$ cat src/rtl/dp_op_sequencer.sv
// dp_op_sequencer: command-level controller for the nibble-serial FSM datapath.
// One command = full-width operands + op_val program. The sequencer starts the
// datapath, streams operands in nibble by nibble, plays the program, steers the
// datapath into OUTPUT and collects the 16 result nibbles into one word.
//
// state   | meaning
// --------+-------------------------------------------------------------
// IDLE    | waiting for a command (cmd_ready high once settled)
// START   | dp_start high until the datapath reports INPUT (9)
// LOAD    | dp_input_enable high, one operand nibble per cycle
// RUN     | play prog[0..len-1], one step per datapath compute cycle
// DRAIN   | route table steers the datapath through S4 into OUTPUT
// COLLECT | capture output nibbles until all 16 are in
// RESP    | result offered, held until rsp_ready
module dp_op_sequencer #(
    parameter int N          = 64,
    parameter int N_width    = 4,
    parameter int PROG_DEPTH = 8,
    parameter int TIMEOUT    = 64
) (
    input  logic                    clk,
    input  logic                    rst,
    input  logic                    cmd_valid,
    output logic                    cmd_ready,
    input  logic [N-1:0]            cmd_a,
    input  logic [N-1:0]            cmd_b,
    input  logic [2*PROG_DEPTH-1:0] cmd_prog,
    input  logic [3:0]              cmd_len,
    output logic                    dp_start,
    output logic                    dp_input_enable,
    output logic [N_width-1:0]      dp_a,
    output logic [N_width-1:0]      dp_b,
    output logic [1:0]              dp_op_val,
    input  logic [3:0]              dp_state,
    input  logic                    dp_output_valid,
    input  logic [N_width-1:0]      dp_out,
    output logic                    rsp_valid,
    input  logic                    rsp_ready,
    output logic [N-1:0]            rsp_result,
    output logic                    rsp_error,
    output logic                    busy
);

    localparam int NIB  = N / N_width;
    localparam int IW   = $clog2(NIB);
    localparam int PIW  = $clog2(PROG_DEPTH);
    localparam int WDW  = $clog2(TIMEOUT);
    localparam logic [IW-1:0]  IDX_LAST = IW'(NIB - 1);
    localparam logic [3:0]     LEN_MAX  = 4'(PROG_DEPTH);
    localparam logic [WDW-1:0] WD_LOAD  = WDW'(TIMEOUT - 1);

    typedef enum logic [2:0] {
        IDLE, START, LOAD, RUN, DRAIN, COLLECT, RESP
    } state_t;

    state_t                         st;
    logic [NIB-1:0][N_width-1:0]    a_q, b_q, res_q;
    logic [PROG_DEPTH-1:0][1:0]     prog_q;
    logic [3:0]                     len_q, pc;
    logic [IW-1:0]                  idx, cidx;
    logic [WDW-1:0]                 wd;
    logic                           active, capture;
    logic [IW-1:0]                  idx_nxt;
    logic [3:0]                     pc_nxt;

    // Drain routing: every compute state funnels to S4, S4 exits to OUTPUT.
    function automatic logic [1:0] route(input logic [3:0] s);
        case (s)
            4'd0, 4'd1: route = 2'd2;
            4'd4:       route = 2'd1;
            default:    route = 2'd0;
        endcase
    endfunction

    assign rsp_result = res_q;
    assign active     = (st != IDLE) && (st != RESP);
    assign idx_nxt    = idx + 1'b1;
    assign pc_nxt     = pc + 1'b1;
    assign capture    = dp_output_valid && ((st == COLLECT) || (st == DRAIN && dp_state == 4'd10));

    // op_val must follow the datapath state of the current cycle, so it is decoded, not registered.
    always_comb begin
        dp_op_val = 2'b00;
        if (st == RUN && dp_state < 4'd8 && pc < len_q)
            dp_op_val = prog_q[pc[PIW-1:0]];
        else if (st == DRAIN && dp_state < 4'd8)
            dp_op_val = route(dp_state);
    end

    // Sequencer FSM with registered handshake/datapath outputs and a per-state watchdog.
    always_ff @(posedge clk or negedge rst) begin
        if (!rst) begin
            st              <= IDLE;
            cmd_ready       <= 1'b0;
            busy            <= 1'b0;
            dp_start        <= 1'b0;
            dp_input_enable <= 1'b0;
            dp_a            <= '0;
            dp_b            <= '0;
            rsp_valid       <= 1'b0;
            rsp_error       <= 1'b0;
            a_q             <= '0;
            b_q             <= '0;
            prog_q          <= '0;
            len_q           <= '0;
            pc              <= '0;
            idx             <= '0;
            cidx            <= '0;
            res_q           <= '0;
            wd              <= '0;
        end else begin
            if (wd != '0)
                wd <= wd - 1'b1;
            if (active && wd == '0) begin
                st              <= RESP;
                rsp_valid       <= 1'b1;
                rsp_error       <= 1'b1;
                dp_start        <= 1'b0;
                dp_input_enable <= 1'b0;
                dp_a            <= '0;
                dp_b            <= '0;
                wd              <= WD_LOAD;
            end else begin
                case (st)
                    IDLE: begin
                        if (cmd_valid && cmd_ready) begin
                            a_q       <= cmd_a;
                            b_q       <= cmd_b;
                            prog_q    <= cmd_prog;
                            len_q     <= (cmd_len > LEN_MAX) ? LEN_MAX : cmd_len;
                            res_q     <= '0;
                            cidx      <= '0;
                            cmd_ready <= 1'b0;
                            busy      <= 1'b1;
                            dp_start  <= 1'b1;
                            st        <= START;
                            wd        <= WD_LOAD;
                        end else begin
                            cmd_ready <= 1'b1;
                        end
                    end
                    START: begin
                        if (dp_state == 4'd9) begin
                            dp_start        <= 1'b0;
                            dp_input_enable <= 1'b1;
                            dp_a            <= a_q[0];
                            dp_b            <= b_q[0];
                            idx             <= '0;
                            st              <= LOAD;
                            wd              <= WD_LOAD;
                        end
                    end
                    LOAD: begin
                        if (idx == IDX_LAST) begin
                            dp_input_enable <= 1'b0;
                            dp_a            <= '0;
                            dp_b            <= '0;
                            pc              <= '0;
                            st              <= RUN;
                            wd              <= WD_LOAD;
                        end else begin
                            idx  <= idx_nxt;
                            dp_a <= a_q[idx_nxt];
                            dp_b <= b_q[idx_nxt];
                        end
                    end
                    RUN: begin
                        // The last program step and the hand-over to DRAIN share a cycle.
                        if (pc == len_q) begin
                            st <= DRAIN;
                            wd <= WD_LOAD;
                        end else if (dp_state < 4'd8) begin
                            pc <= pc_nxt;
                            if (pc_nxt == len_q) begin
                                st <= DRAIN;
                                wd <= WD_LOAD;
                            end
                        end
                    end
                    DRAIN, COLLECT: begin
                        if (st == DRAIN && dp_state == 4'd10) begin
                            st <= COLLECT;
                            wd <= WD_LOAD;
                        end
                        if (capture) begin
                            res_q[cidx] <= dp_out;
                            cidx        <= cidx + 1'b1;
                            if (cidx == IDX_LAST) begin
                                rsp_valid <= 1'b1;
                                st        <= RESP;
                                wd        <= WD_LOAD;
                            end
                        end
                    end
                    RESP: begin
                        if (rsp_ready) begin
                            rsp_valid <= 1'b0;
                            rsp_error <= 1'b0;
                            busy      <= 1'b0;
                            cmd_ready <= 1'b1;
                            st        <= IDLE;
                        end
                    end
                    default: st <= IDLE;
                endcase
            end
        end
    end

endmodule

$ cat config.mk
export PLATFORM = sky130hd
export DESIGN_NAME = dp_op_sequencer
export DESIGN_NICKNAME = d
export VERILOG_FILES = /design/src/rtl/dp_op_sequencer.sv
export SDC_FILE = /design/constraint.sdc
export NUM_CORES = 1
export LEC_CHECK = 0
export CELL_PAD_IN_SITES_DETAIL_PLACEMENT = 1
export CELL_PAD_IN_SITES_GLOBAL_PLACEMENT = 2
export CORE_MARGIN = 5
export CORE_UTILIZATION = 32
export DETAILED_ROUTE_END_ITERATION = 8
export PLACE_DENSITY_LB_ADDON = 0.1
export SLEW_MARGIN = 15
export SYNTH_ARGS = -nofsm -noshare
export SYNTH_HDL_FRONTEND = slang
export SYNTH_SLANG_ARGS = --single-unit
$ cat constraint.sdc
create_clock -name clk -period 2.6 [get_ports clk]
set_clock_uncertainty 0.05 [all_clocks]
set_input_delay 0.26 -clock clk [delete_from_list [all_inputs] [get_ports clk]]
set_output_delay 0.26 -clock clk [all_outputs]
set_load 0.01 [all_outputs]
==> results of run 1 <==
## how the worst min path moves through the flow
stage	slack, ns	end	cells past startpoint	start
6_report	0.18	b_q[36]	3	cmd_b[36]
5_1_grt	0.18	b_q[32]	3	cmd_b[32]
4_1_cts	0.16	b_q[36]	3	cmd_b[36]
3_5_place_dp	0.20	prog_q[2]	1	rst
3_3_place_gp	0.20	prog_q[0]	1	rst
2_1_floorplan	-0.09	a_q[0]	0	rst
## worst max-delay path, cell delays in order (launching register included)
cell and delay, ns:
dfrtp_1 0.38, inv_1 0.12, ha_1 0.22, or4b_1 0.54, o32ai_1 0.26, a21oi_1 0.33, a221o_1 0.44
## layer usage
metal / global-route usage (%) / wire length (um)
met2: 30.25 / 17440
met4: 2.999 / 563
met1: 24.46 / 16400
met3: 3.199 / 1342
met5: 0 / 21
## area by class of cell
type	instances	area, um^2
Clock inverter	9	52.55
Timing Repair Buffer	277	2790
Fill cell	4016	20070
Clock buffer	43	860.8
Inverter	14	52.55
Sequential cell	247	6185
Tap cell	461	576.8
Multi-Input combinational cell	837	5067
## repair_timing
item                       in CTS  in global routing
hold endpoints to repair       56                  0
setup endpoints to repair       2                  7
hold buffers                    1                  0
gates resized for setup         6                  8
buffers inserted                0                  0
## through the flow
stage	hold slack [ns]	TNS (ns)	setup WS, ns	util (%)
floorplan	-0.08559	0	0.3477	-
global placement	0.1975	0	0.1062	41.09
detailed placement	0.1985	0	0.08585	41.09
CTS	0.1576	0	0.006543	43.70
global route	0.1790	-0.001126	-0.001126	43.71
finish	0.1830	0	0.1341	43.71
## flip-flops by register name, indices dropped and copies added, names as in the netlist, 3 cells and up
signal,cells
cidx,4
len_q,4
b_q,64
st,3
pc,4
dp_b,4
dp_a,4
idx,4
rsp_result,64
a_q,64
prog_q,16
wd,6
## report_power, final
part,switching [mW],internal (mW)
sequential,0.842,5.18
combinational,3.58,3.05
clock,1.61,2.28
## cell families after synthesis
group                    after synthesis
AND/OR/NAND/NOR                      619
buffers and inverters                 96
multiplexers                         109
AO/OA/AOI/OAI                         89
XOR/XNOR                               8
adder cells (fa/ha/maj)               12
flip-flops                           247
## layout by cell type (no fill, tap or decap), types with 7 or more instances in the layout
cell type	instances
nand2b_1	7
clkinv_2	7
nor2_1	11
or3_1	11
nand2_1	528
clkdlybuf4s50_1	237
mux4_2	36
nor2b_1	11
clkbuf_16	31
inv_1	13
o21ai_0	20
ha_1	11
a211oi_1	16
clkbuf_1	8
nand3_1	8
a221o_1	8
dfrtp_1	244
buf_12	9
buf_4	27
a21oi_1	8
nor3_1	8
mux2i_1	69
==> out/qor.csv, run 1 <==
metric,value,unit
sequential element share of the synthesized area,53.27,%
RePlAce Congestion,0.7601,
number of synthesized flops with an enable pin,0,
reg2reg path depth,6,
Final Max Slew Viols,0,
die height,200.4,um
CTS Sinks,247,
Commonest cells post-synth,"nand2_1, dfrtp_1, mux2i_1",
placed insts,1835,
IO Pins,241,
Seq cells post-synth,247,
core footprint,35660,um^2
via-per-instance ratio,4.855,
Mapped Nets,1353,
initial antenna violation count,2,
Area growth syn-to-layout,34.33,%
Yosys top cell by area,dfrtp_1,
Compound-Gate Fraction of Synth Area,5.672,%
RR Startpoint,wd[0],
final hold vios,0,
initial drt markers,360,
worst path required time,2.97,ns
XOR/XNOR Fraction of Synth Area,0.7333,%
PD cells,1062,nW/um^2
ys flop type,dfrtp_1,
DP Area,14650,um^2
HPWL Detailed,25.32,mm
Num CTS Buffers,30,
Worst setup SP type,register,
synth top area cells,"dfrtp_1, nand2_1, mux4_2",
grt ovf,0,
layout cell share with drive strength beyond 1,10.09,%
Clock Latency Late Sink,0.55,ns
Synth Area in Adders,1.294,%
Syn Area/Cell,9.833,um^2
reg2reg setup slack,0.13,ns
Ys Warns,0,
relative slew slack,36.51,%
drt pass-1 iters,4,
"Design Area, Final",15580,um^2
number of antenna diodes,0,
fmax,405.5,MHz
r2r endpoint,dp_b[1],
total of max-cap violations,0,
VDD IR-drop max,0.0005758,V
root buffer cell,clkbuf_16,
status,finished clean,
number of global-route vias before repair,10299,
Hold WC Path Type,input pin to register,
post-synth top area share,53.27,%
CTS H-Tree Depth,1,
Final nets,1580,
DRC,0,
CP Max Fanout,9,
post-route ant nets,0,
gr usage total,17.84,%
synthesized area,11600,um^2
"FFs w/ async S/R, synth",100.0,%
Gate Count Post-Synth,1180,
"Cell Count, Final, Fillers Out",1888,
CP Class,register to register,
die area,40170,um^2
Die X,200.4,um
CP Capture Type,register,
Worst Max-Slew Pin Slew,0.9524,ns
largest family of logic cells by synthesized area,simple AND/OR/NAND/NOR gates,
Initial Util,32.54,%
largest net degree at the start of global routing,146,
Pwr Total,16.54,mW
I/O Buffers,240,
DR WL/cell,18.94,um
Final setup viols,0,
Vias,9166,
post-synth cell types,63,
CP Launch Point,wd[0],
Worst-path clk slew,0.06,ns
row count,69,
Critical Path End,dp_b[1],
simple-gate share of the synthesized area,22.11,%
deepest clock path buffer count,3,
Final period util,94.84,%
first-pass GRT wire length,59.03,mm
multiplexer share of the synthesized area,13.32,%
CTS tree,yes,
crit path DAT,2.84,ns
final wirelength,35.77,mm
Leak,7.321,nW
final worst path period need,2.466,ns
most frequent cell after synthesis,nand2_1,
Note: power is estimated with default switching activity, not from simulation.
==> run 2, diff against run 1 <==
--- a/config.mk
+++ b/config.mk
@@ -10,6 +10,7 @@
 export CORE_MARGIN = 5
 export CORE_UTILIZATION = 32
 export DETAILED_ROUTE_END_ITERATION = 8
+export MAX_ROUTING_LAYER = met4
 export PLACE_DENSITY_LB_ADDON = 0.1
 export SLEW_MARGIN = 15
 export SYNTH_ARGS = -nofsm -noshare
==> run 2 against run 1 <==
Die area unchanged. Routed wire length about the same. Non-clock buffer count unchanged. Critical path type unchanged. Critical endpoint unchanged. Highest routed layer is now met4.
==> out/qor.csv, run 2 (synthesized netlist as in run 1, its figures left out) <==
metric,value,unit,change
status,finished clean,,
crit path DAT,2.83,ns,about the same
most frequent cells in the layout,"nand2_1, dfrtp_1, clkdlybuf4s50_1, mux2i_1, mux4_2",,
Final nets,1580,,unchanged
Vias,9155,,-0.12%
Hold WC Path Type,input pin to register,,
TNS Setup,0,ns,unchanged
initial drt markers,374,,+3.9%
Filler cells,4019,,+0.075%
min-delay src,cmd_b[36],,
Num CTS Buffers,30,,unchanged
VDD IR-drop max,0.0005754,V,about the same
WHS Path Cells,3,,unchanged
die height,200.4,um,unchanged
fmax,407.3,MHz,+0.44%
worst hold margin,0.1834,ns,+0.0003240 ns
IO Pins,241,,unchanged
number of setup buffers added after CTS,0,,unchanged
largest net degree at the start of global routing,146,,unchanged
I/O Buffers,240,,unchanged
deepest clock path buffer count,3,,unchanged
grt ovf,0,,unchanged
CP Max Fanout,9,,unchanged
total of max-cap violations,0,,unchanged
relative slew slack,37.79,%,+1.3 points
final hold vios,0,,unchanged
number of global-route vias before repair,10290,,-0.087%
DRC,0,,unchanged
DR WL/cell,18.91,um,-0.20%
CP Class,register to register,,
gr usage total,18.39,%,+0.56 points
Final setup viols,0,,unchanged
DP Area,14650,um^2,unchanged
r2r endpoint,dp_b[1],,
Clock Latency Late Sink,0.55,ns,about the same
root buffer cell,clkbuf_16,,
worst path required time,2.98,ns,about the same
final worst path period need,2.455,ns,-0.01071 ns
row count,69,,unchanged
Hold EP,b_q[36],,
CP Cell Sequence,inv_1 -> ha_1 -> or4b_1 -> o32ai_1 -> a21oi_1 -> a221o_1,,
post-route ant nets,0,,unchanged
"Design Area, Final",15590,um^2,about the same
"commonest non-fill, non-tap cell in the layout",nand2_1,,
initial antenna violation count,2,,unchanged
PD cells,1060,nW/um^2,-0.11%
Final Max Slew Viols,0,,unchanged
layout cell share with drive strength beyond 1,10.09,%,unchanged
Initial Util,32.54,%,unchanged
CTS H-Tree Depth,1,,unchanged
Die X,200.4,um,unchanged
RePlAce Congestion,0.7701,,+1.3%
reg2reg setup slack,0.14,ns,about the same
CTS tree,yes,,
final wirelength,35.73,mm,about the same
drt pass-1 iters,4,,unchanged
slowest CP cell,or4b_1,,
Area growth syn-to-layout,34.37,%,about the same
first-pass GRT wire length,59.09,mm,+0.11%
Worst Max-Slew Pin Slew,0.9332,ns,-0.01920 ns
Final period util,94.43,%,-0.41 points
Leak,7.321,nW,about the same
CTS Sinks,247,,unchanged
via-per-instance ratio,4.844,,-0.23%
CP Capture Type,register,,
Worst-path clk slew,0.06,ns,about the same
Worst setup SP type,register,,
RR Startpoint,wd[0],,
reg2reg path depth,6,,unchanged
die area,40170,um^2,unchanged
core footprint,35660,um^2,unchanged
HPWL Detailed,25.32,mm,unchanged
CP max stage delay,0.54,ns,about the same
run 2: cell count changes in the layout (fill, tap and decap cells not counted), sizes merged:
cell / before / now
diode: 0 / 2
run 2: area by class of cell:
cell class / count / area, um^2 / share of cell area (%)
clock buffers: 43 / 860.8 / 5.522
clock inverters: 9 / 52.55 / 0.3371
multi-input cells: 837 / 5067 / 32.50
inverters: 14 / 52.55 / 0.3371
repair buffers: 277 / 2790 / 17.90
diodes: 2 / 5.005 / 0.03210
well taps: 461 / 576.8 / 3.700
flip-flops and latches: 247 / 6185 / 39.67
run 2: per-layer routing:
layer	share of wire, %	up-vias	track usage [%]
li1	-	4393	-
met5	0	-	-
met2	49	159	30.35
met1	46	4560	24.57
met4	1.5	0	2.999
met3	3.8	43	3.005
run 2: worst max-delay path, delay by kind of cell, from the launching register on:
kind | cells | cell delay, ns
buffers and inverters | 1 | 0.12
flip-flops | 1 | 0.38
AO/OA/AOI/OAI | 3 | 1.02
adder cells (fa/ha/maj) | 1 | 0.22
AND/OR/NAND/NOR | 1 | 0.54
run 2: timing repair:
item | in CTS | in global routing
endpoints found under the hold margin | 56 | 0
endpoints found under the setup margin | 2 | 7
hold buffers | 1 | 0
resized for setup | 6 | 8
gates cloned | 0 | 0
run 2: stage by stage:
| step | instances | utilization, % | setup slack, ns | power [mW] |
|---|---|---|---|---|
| after global placement | 1835 | 41.09 | 0.1062 | 12.71 |
| after global routing | 1890 | 43.72 | -0.001938 | 17.89 |
| final | 1890 | 43.72 | 0.1448 | 16.53 |
| after floorplan | 1180 | - | 0.3477 | 10.34 |
| after CTS | 1888 | 43.70 | 0.006543 | 16.87 |
| after detailed placement | 1835 | 41.09 | 0.08585 | 12.84 |
run 2: where the power goes:
group,switching (mW),internal [mW]
Clock,1.61,2.28
Sequential,0.842,5.18
Combinational,3.58,3.05
run 2: how the worst max path moves through the flow:
stage | startpoint | end | slack, ns | cells after the start
5_1_grt | wd[0] | idx[2] | -0.002 | 9
3_5_place_dp | dp_state[2] | rsp_result[13] | 0.09 | 6
2_1_floorplan | idx[1] | dp_a[2] | 0.35 | 7
4_1_cts | len_q[1] | dp_op_val[1] | 0.007 | 8
6_report | wd[0] | dp_b[1] | 0.14 | 6
3_3_place_gp | idx[0] | dp_a[2] | 0.11 | 7
